`src/rtl/safecrack_pkg.sv`:
```
// Shared types and defaults for the safecrack lockout controller.
// Imported by the controller and its tick generator.
package safecrack_pkg;

  typedef enum logic [1:0] {
    ARMED        = 2'd0,
    LOCKED       = 2'd1,
    RELEASE_WAIT = 2'd2
  } lock_state_t;

  localparam logic [3:0] BTN_NONE = 4'b1111;

  localparam int DEFAULT_LOCK_SECONDS = 10;
  localparam int DEFAULT_MAX_ERRORS   = 3;

endpackage

```
`src/rtl/safecrack_tick_gen.sv`:
```
// One-cycle tick every TICKS_PER_SEC enabled cycles.
// The count restarts from zero whenever en drops.
module safecrack_tick_gen #(
  parameter int TICKS_PER_SEC = 50_000_000
) (
  input  logic clk,
  input  logic rst,
  input  logic en,
  output logic tick
);

  localparam int W = $clog2(TICKS_PER_SEC);
  localparam logic [W-1:0] LAST = W'(TICKS_PER_SEC - 1);

  logic [W-1:0] cnt_q, cnt_d;

  assign tick = en && (cnt_q == LAST);

  always_comb begin
    cnt_d = cnt_q + 1'b1;
    if (!en || tick) cnt_d = '0;
  end

  always_ff @(posedge clk) begin
    if (rst) cnt_q <= '0;
    else     cnt_q <= cnt_d;
  end

endmodule

```
`src/rtl/safecrack_lockout_ctrl.sv`:
```
// Press-edge detection, failed-attempt counting and timed lockout
// in front of the safecrack passcode FSM.
module safecrack_lockout_ctrl
  import safecrack_pkg::*;
#(
  parameter int TICKS_PER_SEC = 50_000_000,
  parameter int LOCK_SECONDS  = DEFAULT_LOCK_SECONDS,
  parameter int MAX_ERRORS    = DEFAULT_MAX_ERRORS
) (
  input  logic                    clk,
  input  logic                    rst,
  input  logic [3:0]              btn,
  input  logic                    attempt_fail,
  input  logic                    attempt_pass,
  output logic                    press_valid,
  output logic [3:0]              press_code,
  output logic                    locked_out,
  output logic [2:0]              leds_erros,
  output logic [LOCK_SECONDS-1:0] leds_segundos
);

  localparam logic [1:0] ERR_LAST = 2'(MAX_ERRORS - 1);
  localparam logic [1:0] ERR_MAX  = 2'(MAX_ERRORS);
  localparam logic [3:0] SEC_LAST = 4'(LOCK_SECONDS - 1);

  lock_state_t state_q, state_d;
  logic [1:0]  err_q, err_d;
  logic [3:0]  sec_q, sec_d;
  logic [3:0]  btn_q;
  logic        pv_q, pv_d;
  logic [3:0]  code_q, code_d;
  logic        tick;
  logic        press_ev;

  assign press_ev = (btn != BTN_NONE) && (btn_q == BTN_NONE);

  safecrack_tick_gen #(
    .TICKS_PER_SEC(TICKS_PER_SEC)
  ) u_tick (
    .clk (clk),
    .rst (rst),
    .en  (state_q == LOCKED),
    .tick(tick)
  );

  always_comb begin
    state_d = state_q;
    err_d   = err_q;
    sec_d   = sec_q;
    pv_d    = 1'b0;
    code_d  = code_q;
    case (state_q)
      ARMED: begin
        if (press_ev) begin
          pv_d   = 1'b1;
          code_d = btn;
        end
        // fail has priority over a coincident pass
        if (attempt_fail) begin
          if (err_q >= ERR_LAST) begin
            err_d   = ERR_MAX;
            sec_d   = '0;
            state_d = LOCKED;
          end else begin
            err_d = err_q + 1'b1;
          end
        end else if (attempt_pass) begin
          err_d = '0;
        end
      end
      LOCKED: begin
        if (tick) begin
          if (sec_q == SEC_LAST) begin
            err_d   = '0;
            sec_d   = '0;
            state_d = (btn != BTN_NONE) ? RELEASE_WAIT : ARMED;
          end else begin
            sec_d = sec_q + 1'b1;
          end
        end
      end
      RELEASE_WAIT: begin
        if (btn == BTN_NONE) state_d = ARMED;
      end
      default: state_d = ARMED;
    endcase
  end

  always_ff @(posedge clk) begin
    if (rst) begin
      state_q <= ARMED;
      err_q   <= '0;
      sec_q   <= '0;
      btn_q   <= BTN_NONE;
      pv_q    <= 1'b0;
      code_q  <= BTN_NONE;
    end else begin
      state_q <= state_d;
      err_q   <= err_d;
      sec_q   <= sec_d;
      btn_q   <= btn;
      pv_q    <= pv_d;
      code_q  <= code_d;
    end
  end

  assign press_valid = pv_q;
  assign press_code  = code_q;
  assign locked_out  = (state_q == LOCKED);

  always_comb begin
    for (int i = 0; i < 3; i++) begin
      leds_erros[i] = (err_q > 2'(i));
    end
    for (int i = 0; i < LOCK_SECONDS; i++) begin
      leds_segundos[i] = locked_out && (sec_q >= 4'(i));
    end
  end

endmodule
```
`config.mk`:
```
export PLATFORM = sky130hd
export DESIGN_NAME = safecrack_lockout_ctrl
export DESIGN_NICKNAME = d
export VERILOG_FILES = /design/src/rtl/safecrack_pkg.sv /design/src/rtl/safecrack_tick_gen.sv /design/src/rtl/safecrack_lockout_ctrl.sv
export SDC_FILE = /design/constraint.sdc
export NUM_CORES = 1
export LEC_CHECK = 0
export ABC_AREA = 1
export BUFFER_PORTS_ARGS = -buffer_cell sky130_fd_sc_hd__buf_2
export CAP_MARGIN = 10
export CORE_MARGIN = 3
export CORE_UTILIZATION = 58
export CTS_CLUSTER_DIAMETER = 40
export DETAILED_ROUTE_END_ITERATION = 10
export PLACE_DENSITY = 0.79
export SLEW_MARGIN = 15
export SYNTH_ARGS = -nofsm -noshare
export SYNTH_HDL_FRONTEND = slang
export SYNTH_SLANG_ARGS = --single-unit
```
`constraint.sdc`:
```
create_clock -name clk -period 2.2 [get_ports clk]
set_clock_uncertainty 0.1 [all_clocks]
set_input_delay 0.22 -clock clk [delete_from_list [all_inputs] [get_ports clk]]
set_output_delay 0.22 -clock clk [all_outputs]
set_load 0.03 [all_outputs]
```
## Word level (Yosys, flattened, before mapping)

Index checks and enable logic that the tools add are counted.

| word-level totals | value |
|---|---|
| flip-flop bits (word level) | 43 |
| input bits | 8 |
| word-level logic and storage cells | 79 |

| cells by class | value |
|---|---|
| $add $sub $neg | 3 |
| order comparisons | 14 |
| equality and inequality tests | 13 |
| mux-type cells | 19 |
| bitwise gates (word level) | 1 |
| reductions and logical operators | 22 |

Operators with widths:

| kind | count |
|---|---|
| adder 26 x 1 -> 26 bit, second input constant | 1 |
| equality test 26 bit, second input constant | 1 |
| 2-to-1 mux 2 bit | 11 |
| greater-or-equal comparator 4 x 3 -> 1 bit, second input constant | 4 |
| 2-to-1 mux 4 bit | 4 |
| equality test 4 bit, second input constant | 3 |
| logical AND 1 bit | 12 |
| greater-or-equal comparator 4 x 1 -> 1 bit, second input constant | 2 |
| greater-or-equal comparator 4 x 2 -> 1 bit, second input constant | 2 |
| greater-or-equal comparator 4 bit, second input constant | 2 |
| one-hot mux 4 bit (2 select lines) | 1 |
| AND reduction 4 bit | 2 |
| inequality test 2 bit, second input constant | 3 |
| one-hot mux 2 bit (3 select lines) | 1 |
| AND reduction 5 bit | 1 |
| adder 4 x 1 -> 4 bit, second input constant | 1 |
| > comparator 2 x 1 -> 1 bit, second input constant | 2 |
| inequality test 2 x 1 -> 1 bit, second input constant | 2 |
| inequality test 4 bit, second input constant | 1 |
| one-hot mux 2 bit (2 select lines) | 1 |
| OR reduction 2 bit | 2 |
| inequality test 3 bit, second input constant | 1 |
| adder 2 x 1 -> 2 bit, second input constant | 1 |
| equality test 2 x 1 -> 1 bit, second input constant | 1 |
| 10 further kinds | 10 |

## Depth between registers and ports, before layout

Gate-level depths: netlist of run 1.

| depth | value |
|---|---|
| word-level depth | 5 |
| depth in mapped cells | 11 |
| mapped depth without buffers | 11 |

## Cells and area by module

From an unflattened synthesis of run 1, not the netlist that was laid out.

| unflattened totals | value |
|---|---|
| cells, all modules | 352 |
| area, all modules | 2323.5 sq um |

By module, submodules not included:

| module | times used | cells an instance | area each (sq um) | sequential area each (sq um) |
|---|---|---|---|---|
| safecrack_tick_gen | 1 | 228 | 1416.4 | 520.5 |
| safecrack_lockout_ctrl | 1 | 124 | 907.1 | 340.3 |

## Least setup slack after synthesis of run 1

OpenSTA, ideal clock, no wires.

| timing path | value |
|---|---|
| kind | register to output |
| start | reg state_q[0] |
| end | out leds_segundos[5] |
| arrival time | 1782 ps |
| required time | 1880 ps |
| path slack | 98 ps |
| stages on the path, launching flop included | 6 |
| path buffers | 0 |
| cells stage by stage | dfxtp_1 > inv_1 > nor2_4 > clkinv_1 > nor2_1 > o21a_1 |

| on the way | value |
|---|---|
| cells in the longest elaborated chain, start to end | 2 |

Ends and longest elaborated chain:

| item | RTL line | RTL |
|---|---|---|
| start: declaration | safecrack_lockout_ctrl.sv:26 | `lock_state_t state_q, state_d;` |
| start signal: assignment | safecrack_lockout_ctrl.sv:98 | `state_q <= state_d;` |
| equality test 2 x 1 -> 1 bit | safecrack_lockout_ctrl.sv:109 | `assign locked_out = (state_q == LOCKED);` |
| via locked_out | safecrack_lockout_ctrl.sv:17 | `output logic locked_out,` |
| logical AND 1 bit | safecrack_lockout_ctrl.sv:116 | `leds_segundos[i] = locked_out && (sec_q >= 4'(i));` |
| end: declaration | safecrack_lockout_ctrl.sv:19 | `output logic [LOCK_SECONDS-1:0] leds_segundos` |

The timed path passes the listed nets, and every way through them passes these cells.

## Worst setup path after layout of run 1

| timing path | value |
|---|---|
| start | reg state_q[0] |
| end | out leds_segundos[9] |

| on the way | value |
|---|---|
| cells in the longest elaborated chain, start to end | 2 |

Ends and longest elaborated chain:

| item | RTL line |
|---|---|
| equality test 2 x 1 -> 1 bit | safecrack_lockout_ctrl.sv:109 |
| logical AND 1 bit | safecrack_lockout_ctrl.sv:116 |

No other way between the ends.

==> flow_summary.toml, run 1 <==
[timing]
drv_slew = 0
tightest_slew_ps = 401
rsz0062_at_grt = "no"
hold_viol_final = 0
fmax_ghz = 0.507
period_needed_ps = 1970
finalCritPeriodShare_pct = 89.6
relSlewSlack_pct = 73.0
fin_tns_setup_ps = 0
setup_viol = 0

[synth]
synth.area.top_cells = "dfxtp_1 (38%), nand2_1 (12%), nor2_1 (7.7%), inv_1 (6.7%), a21oi_1 (3.9%)"
syn-cell-area_um2 = 2280
synth_edf_count = 0
synth.distinct_cells = 39
syn_nets = 332
yosysTopAreaCellShare_pct = 37.7
synthCells = 323
ys.warnings.count = 0
yosysSeqAreaShare_pct = 37.7
yosysMostFrequentCell = "nand2_1"
ys_ff_latch = 43
syn_avg_cell_area_um2 = 7.07
netlist_top_cells_count = "nand2_1 (72), nor2_1 (47), dfxtp_1 (43), inv_1 (41), a21oi_1 (18)"
synth_top_area_cell = "dfxtp_1"
synth_ff_type = "dfxtp_1"
synthArstFlopShare_pct = 0

[setup_path]
critPathRequiredTime_ps = 1880
critPathArrivalTime_ps = 1650
crit_path_max_fanout = 9
r2r_setup_slack_ps = 340
rr_startpoint = "u_tick.cnt_q[0]$_SDFF_PP0_"
worst-setup-path-type = "reg -> out"
cpMaxStageDelayCell = "dfxtp_1"
ff2ff_path_depth = 10
path_cells = "inv_1 > nor2_4 > clkinv_1 > nor2_1 > o21a_1 > buf_2"
start_kind = "flip-flop"
cp-startpoint = "state_q[0]$_SDFFE_PP0P_"
endpoint_kind = "output port"
crit_path_end = "leds_segundos[9]"
rr_endpoint = "u_tick.cnt_q[9]$_SDFF_PP0_"
critical-path-max-stage-delay_ps = 340

[clocking]
cts_root_buf = "clkbuf_8"
insertion_delay_ps = 300
cts_tree = "built"
numCtsBuffers = 5
clk_path_buf_depth = 2
holdBufCountCts = 0
cts.reportedPaths.clkPinSlew_ps = 90
numClockSinks = 43
cts-resized-gates = 0
cts_max_level = 2
postCtsSetupBuffers = 0

[grt]
gr-usage-all-layers_pct = 21.3
grt_pass1_wl_um = 7780
antenna_found_initial = 0
grt_pass1_vias = 1815
overflow = 0
grt_max_degree = 22

[route]
drt-vias-per-instance = 5.13
drc_errors = 0
ant_nets = 0
drtIter0Drc = 149
dr_total_vias = 2052
drt_wl_total_um = 4560
post_drt_wl_per_cell_um = 11.4
first_pass_iters = 4

[floorplan]
rows = 22
die-area_um2 = 4720
io_pins = 27
core-area_um2 = 3720
die-height_um = 68.7
die-width_um = 68.7
start_util_pct = 61.4

[power_and_ir_drop]
finalPower_w = 0.00195
peakVddDrop_uv = 495
p_per_area_nw_per_um2 = 773
p_leak_nw = 1.05

[cells_and_area]
fin_nets = 360
drive_gt1_share_pct = 19.9
insertedDiodeCount = 0
fillers = 339
area_delta_synth_final_pct = 10.7
layoutNonFillerInstCount = 400

[outcome]
status = "finished, final reports clean"

[placement]
io_buffers = 26
place_inst = 392
dp.final_hpwl_um = 3450
gp_congestion = 0.848

[min_path]
hold_class = "in -> reg"

[run]
cap_violations = 0
worst max-delay path: cells and delay by family (launching register included):
kind,cells,cell delay [ps]
flip-flops,1,340
AND/OR/NAND/NOR,2,360
AO/OA/AOI/OAI,1,130
buffers and inverters,3,520
state kept, by name, summed over array words and instances, names as in the netlist:
| register | flops |
|---|---|
| btn_q | 4 |
| press_code | 4 |
| err_q | 2 |
| u_tick.cnt_q | 26 |
| state_q | 2 |
| press_valid | 1 |
| sec_q | 4 |
cell families after synthesis:
kind of cell	synth area share [%]
simple gates	39.7
fa+ha+maj	0.548
flops	37.7
buf+inv	9.87
compound gates	8.72
xor+xnor	3.45
worst min path at each step:
stage | slack, ps | startpoint | cells after the start | to
floorplan | 220 | btn[3] | 2 | btn_q[3]$_SDFF_PP1_
global placement | 330 | btn[3] | 3 | btn_q[3]$_SDFF_PP1_
detailed placement | 340 | btn[3] | 3 | btn_q[3]$_SDFF_PP1_
CTS | 20 | btn[3] | 3 | btn_q[3]$_SDFF_PP1_
global route | 40 | btn[2] | 2 | btn_q[2]$_SDFF_PP1_
finish | 30 | btn[3] | 3 | btn_q[3]$_SDFF_PP1_
power by group:
group          leakage, nW  switching (W)  internal, W
Combinational        0.664       0.000402     0.000156
Clock               0.0408       0.000298     0.000227
Sequential           0.349      0.0000381     0.000832
per-layer routing:
layer | vias up | global-route usage [%] | share of wire, %
li1 | 1072 | - | -
met1 | 918 | 28.9 | 48
met2 | 56 | 33.4 | 46
met3 | 6 | 4.70 | 5.0
met4 | 0 | 7.30 | 1.3
met5 | - | 0 | 0
stage by stage:
step	cell area, µm²	setup WS [ps]	util [%]	hold WS [ps]
2_1_floorplan	2280	98.2	-	217
3_3_place_gp	2430	458	65.5	333
3_5_place_dp	2430	351	65.5	339
4_1_cts	2530	218	68.0	24.1
5_1_grt	2530	74.6	68.0	36.3
6_report	2530	229	68.0	29.7
layout make-up:
cell class / count / area [µm²] / area share (%)
Clock buffer: 5 / 68.8 / 2.72
Clock inverter: 3 / 23.8 / 0.941
Inverter: 49 / 186 / 7.38
Multi-Input combinational cell: 226 / 1200 / 47.4
Sequential cell: 43 / 861 / 34.1
Tap cell: 48 / 60.1 / 2.38
Timing Repair Buffer: 26 / 130 / 5.15
placed cells by master (no fill, tap or decap), types with 3 or more instances in the layout:
cell type / instances
nand2_1: 72
nor2_1: 47
dfxtp_1: 43
inv_1: 41
buf_2: 26
a21oi_1: 18
nand3_1: 17
nand4_1: 8
nor3_1: 7
nor3_2: 6
xnor2_1: 6
inv_2: 5
o21ai_0: 5
clkbuf_8: 5
nor2_2: 4
o21a_1: 3
nand2_2: 3
a21oi_2: 3
or2_2: 3
xor2_1: 3
No activity file was read; power rests on OpenSTA's default activity.
==> run 2, diff against run 1 <==
CORE_UTILIZATION = 50   (was 58)
PLACE_DENSITY = 0.7   (was 0.79)
TNS_END_PERCENT = 20   (was not set)
==> flow_summary.toml, run 2 (same netlist as run 1, synthesis figures left out) <==
[grt]
use_met3_pct = 4.10
grtUsageMet2_pct = 29.2
busiest_layer = "met2"
grt_pass1_vias = 1873
grt_max_degree = 22
grt_pass1_wl_um = 8140
gr-usage-all-layers_pct = 19.1
antenna_found_initial = 0
grtUsageMet1_pct = 26.7
overflow = 0

[min_path]
hold_path.startpoint = "btn[3]"
hold_end = "btn_q[3]$_SDFF_PP1_"
hold_class = "in -> reg"
hold_depth = 3

[timing]
finalCritPeriodShare_pct = 90.6
fin_tns_setup_ps = 0
fmax_ghz = 0.502
period_needed_ps = 1990
relSlewSlack_pct = 71.3
drv_slew = 0
setup_viol = 0
hold_viol_final = 0
tightest_slew_ps = 427
rsz0062_at_grt = "no"

[power_and_ir_drop]
finalPower_w = 0.00192
power_frac_seq_pct = 45.2
p_leak_nw = 1.05
internal_power_w = 0.00121
peakVddDrop_uv = 480
p_per_area_nw_per_um2 = 763
p_sw_w = 0.000714
sw_frac_of_total_pct = 37.1
clkPwrFrac_pct = 25.8
combPwrFrac_pct = 29.0

[cells_and_area]
drive_gt1_share_pct = 19.6
finalInstanceArea_um2 = 2520
largest_reg_flops = 26
fin_nets = 360
final_cell_mix = "nand2_1 (72), nor2_1 (47), dfxtp_1 (43), inv_1 (41), buf_2 (26)"
fillers = 411
insertedDiodeCount = 0
area_delta_synth_final_pct = 10.5
final_common_cell = "nand2_1"
regMostFlops = "u_tick.cnt_q"
fin_util_pct = 60.0

[placement]
io_buffers = 26
dp.final_hpwl_um = 3490
place_area_um2 = 2440
gp_congestion = 0.853

[floorplan]
die-width_um = 73.6
rows = 23
die-height_um = 73.6
io_pins = 27
start_util_pct = 54.3
die-area_um2 = 5410
core-area_um2 = 4200

[setup_path]
critPathArrivalTime_ps = 1670
ff2ff_path_depth = 10
rr_startpoint = "u_tick.cnt_q[0]$_SDFF_PP0_"
crit_path_max_fanout = 9
rr_endpoint = "u_tick.cnt_q[12]$_SDFF_PP0_"
r2r_setup_slack_ps = 400
worst-setup-path-type = "reg -> out"
endpoint_kind = "output port"
start_kind = "flip-flop"
critPathRequiredTime_ps = 1880

[clocking]
cts-resized-gates = 0
postCtsSetupBuffers = 0
numCtsBuffers = 5
holdBufCountCts = 0
cts_max_level = 2
cts_root_buf = "clkbuf_8"
cts_tree = "built"
clk_path_buf_depth = 2
cts.reportedPaths.clkPinSlew_ps = 80
numClockSinks = 43
insertion_delay_ps = 300

[outcome]
status = "finished, final reports clean"

[route]
drt_wl_total_um = 4620
first_pass_iters = 4
drt-vias-per-instance = 4.97
ant_nets = 0
post_drt_wl_per_cell_um = 11.5
drtIter0Drc = 78
dr_total_vias = 1998
drc_errors = 0

[run]
cap_violations = 0
## run 2: stage by stage
| stage | worst slack, ps | cells | hold slack (ps) |
|---|---|---|---|
| 6_report | 207 | 402 | 31.4 |
| 3_3_place_gp | 459 | 394 | 334 |
| 3_5_place_dp | 406 | 394 | 333 |
| 5_1_grt | 31.5 | 402 | 40.4 |
| 2_1_floorplan | 98.2 | 323 | 217 |
| 4_1_cts | 178 | 402 | 24.0 |
## run 2: how the worst max path moves through the flow
stage                                from                          end  slack [ps]  cells past startpoint
2_1_floorplan     state_q[0]$_SDFFE_PP0P_             leds_segundos[5]         100                      5
3_3_place_gp   u_tick.cnt_q[0]$_SDFF_PP0_   u_tick.cnt_q[6]$_SDFF_PP0_         460                     10
3_5_place_dp   u_tick.cnt_q[0]$_SDFF_PP0_  u_tick.cnt_q[17]$_SDFF_PP0_         410                     10
4_1_cts           state_q[0]$_SDFFE_PP0P_             leds_segundos[5]         180                      6
5_1_grt           state_q[0]$_SDFFE_PP0P_             leds_segundos[5]          30                      6
6_report          state_q[0]$_SDFFE_PP0P_             leds_segundos[9]         210                      6
## run 2: area by class of cell
type	instances	area (µm²)	area share [%]
Tap cell	50	62.6	2.48
Sequential cell	43	861	34.1
Inverter	49	186	7.39
Multi-Input combinational cell	226	1200	47.4
Clock inverter	2	12.5	0.496
Clock buffer	6	72.6	2.88
Timing Repair Buffer	26	130	5.16
## run 2: critical path, stage by stage, from the launching register on
cell      delay (ps)
dfxtp_1          340
inv_1             90
nor2_4           200
clkinv_1         260
nor2_1           180
o21a_1           130
buf_2            180
## run 2: metal layers
metal,vias up,wire [µm],share of wire (%)
li1,1075,-,-
met1,888,2370,51
met2,30,2010,44
met3,5,180,3.9
met4,0,53,1.1
met5,-,0,0
## run 2: power groups by stage
stage          logic [W]  registers [W]  clock network [W]
4_1_cts         0.000565       0.000870           0.000517
3_3_place_gp    0.000556       0.000886                  0
5_1_grt         0.000631       0.000880           0.000542
6_report        0.000558       0.000870           0.000497
2_1_floorplan   0.000438       0.000906                  0
3_5_place_dp    0.000563       0.000888                  0
==> run 3, diff against run 2 <==
CORE_MARGIN = not set   (was 3)
==> flow_summary.toml, run 3 (same netlist as run 1, synthesis figures left out) <==
[timing]
relSlewSlack_pct = 71.9
setup_viol = 0
tightest_slew_ps = 417
rsz0062_at_grt = "no"
hold_ws_ps = 30.3
finalCritPeriodShare_pct = 89.4
period_needed_ps = 1970
hold_viol_final = 0
fmax_ghz = 0.508
drv_slew = 0
fin_tns_setup_ps = 0

[outcome]
status = "finished, final reports clean"

[setup_path]
crit_path_max_fanout = 9
crit_family = "buffers and inverters"
critPathRequiredTime_ps = 1880
cpMaxStageDelayCell = "dfxtp_1"
worst-setup-path-type = "reg -> out"
path_cells = "inv_1 > nor2_4 > clkinvlp_4 > nor2_1 > o21a_1 > buf_2"
start_kind = "flip-flop"
crit_buf_inv = 3
endpoint_kind = "output port"
critPathArrivalTime_ps = 1650
critical-path-max-stage-delay_ps = 340

[clocking]
cts_max_level = 2
cts.reportedPaths.clkPinSlew_ps = 90
insertion_delay_ps = 300
numClockSinks = 43
numCtsBuffers = 5
cts_tree = "built"
postCtsSetupBuffers = 0
holdBufCountCts = 0
clk_path_buf_depth = 2
cts-resized-gates = 0
cts_root_buf = "clkbuf_8"

[floorplan]
die-width_um = 69.6
start_util_pct = 52.1
rows = 24
io_pins = 27
die-height_um = 69.6
die-area_um2 = 4840
core-area_um2 = 4380

[cells_and_area]
fin_util_pct = 58.3
final_cell_mix = "nand2_1 (72), nor2_1 (47), dfxtp_1 (43), inv_1 (41), buf_2 (26)"
drive_gt1_share_pct = 20.2
area_delta_synth_final_pct = 12.0
insertedDiodeCount = 0
regMostFlops = "u_tick.cnt_q"
largest_reg_flops = 26
fillers = 413
final_common_cell = "nand2_1"
fin_nets = 360

[placement]
io_buffers = 26
gp_congestion = 0.796
dp.final_hpwl_um = 3450

[power_and_ir_drop]
p_per_area_nw_per_um2 = 808
p_leak_nw = 1.07
peakVddDrop_uv = 514

[grt]
overflow = 0
gr-usage-all-layers_pct = 20.3
grt_max_degree = 22
antenna_found_initial = 0
grt_pass1_wl_um = 8090
grt_pass1_vias = 1843

[route]
ant_nets = 0
first_pass_iters = 4
drt-vias-per-instance = 5.03
drtIter0Drc = 88
drc_errors = 0
post_drt_wl_per_cell_um = 11.4
dr_total_vias = 2032
drt_wl_total_um = 4620

[run]
cap_violations = 0

[min_path]
hold_class = "in -> reg"
[run 3: layout make-up]
cell class                 instances  area, µm²  share of cell area, %
timing repair buffer              26        130                   5.09
clock buffer                       5       68.8                   2.69
clock inverter                     3       43.8                   1.71
inverter                          49        190                   7.44
tap                               52       65.1                   2.55
multi-input combinational        226       1200                   46.8
sequential                        43        861                   33.7
[run 3: per-stage QoR]
stage	worst slack (ps)	std cells	instance area, µm²	power [W]
final	232	404	2550	0.00207
after global placement	452	396	2440	0.00144
after global routing	31.6	404	2550	0.00219
after CTS	175	404	2550	0.00208
after floorplan	98.2	323	2280	0.00134
after detailed placement	399	396	2440	0.00145
[run 3: report_power, final]
group          leakage, nW  internal [W]  switching, W  total (W)
combinational        0.664      0.000158      0.000409   0.000567
sequential           0.349      0.000832     0.0000388   0.000871
clock               0.0581      0.000338      0.000289   0.000628
total                 1.07       0.00133      0.000737    0.00207
[run 3: worst paths after layout]
check / slack (ps) / startpoint / cells past startpoint / endpoint
worst max-delay path: 230 / state_q[0]$_SDFFE_PP0P_ / 6 / leds_segundos[5]
worst max register to register: 390 / u_tick.cnt_q[0]$_SDFF_PP0_ / 10 / u_tick.cnt_q[12]$_SDFF_PP0_
worst min-delay path: 30 / btn[3] / 3 / btn_q[3]$_SDFF_PP1_
worst min register to register: 370 / u_tick.cnt_q[0]$_SDFF_PP0_ / 1 / u_tick.cnt_q[0]$_SDFF_PP0_
[run 3: per-layer routing]
metal	part of all wire, %	GRT usage (%)	vias up
li1	-	-	1075
met1	51	28.0	914
met2	45	31.8	36
met3	2.6	4.36	7
met4	1.1	6.35	0
met5	0	0	-
[run 3: worst register-to-register path: stages (launching register included)]
cell and delay [ps]:
dfxtp_1 380, ha_1 190, nand2_1 110, nor2_2 130, nand2_1 80, nor2_2 120, nand2_2 90, nand2_4 120
nor2_4 70, inv_4 230, nor2_1 90
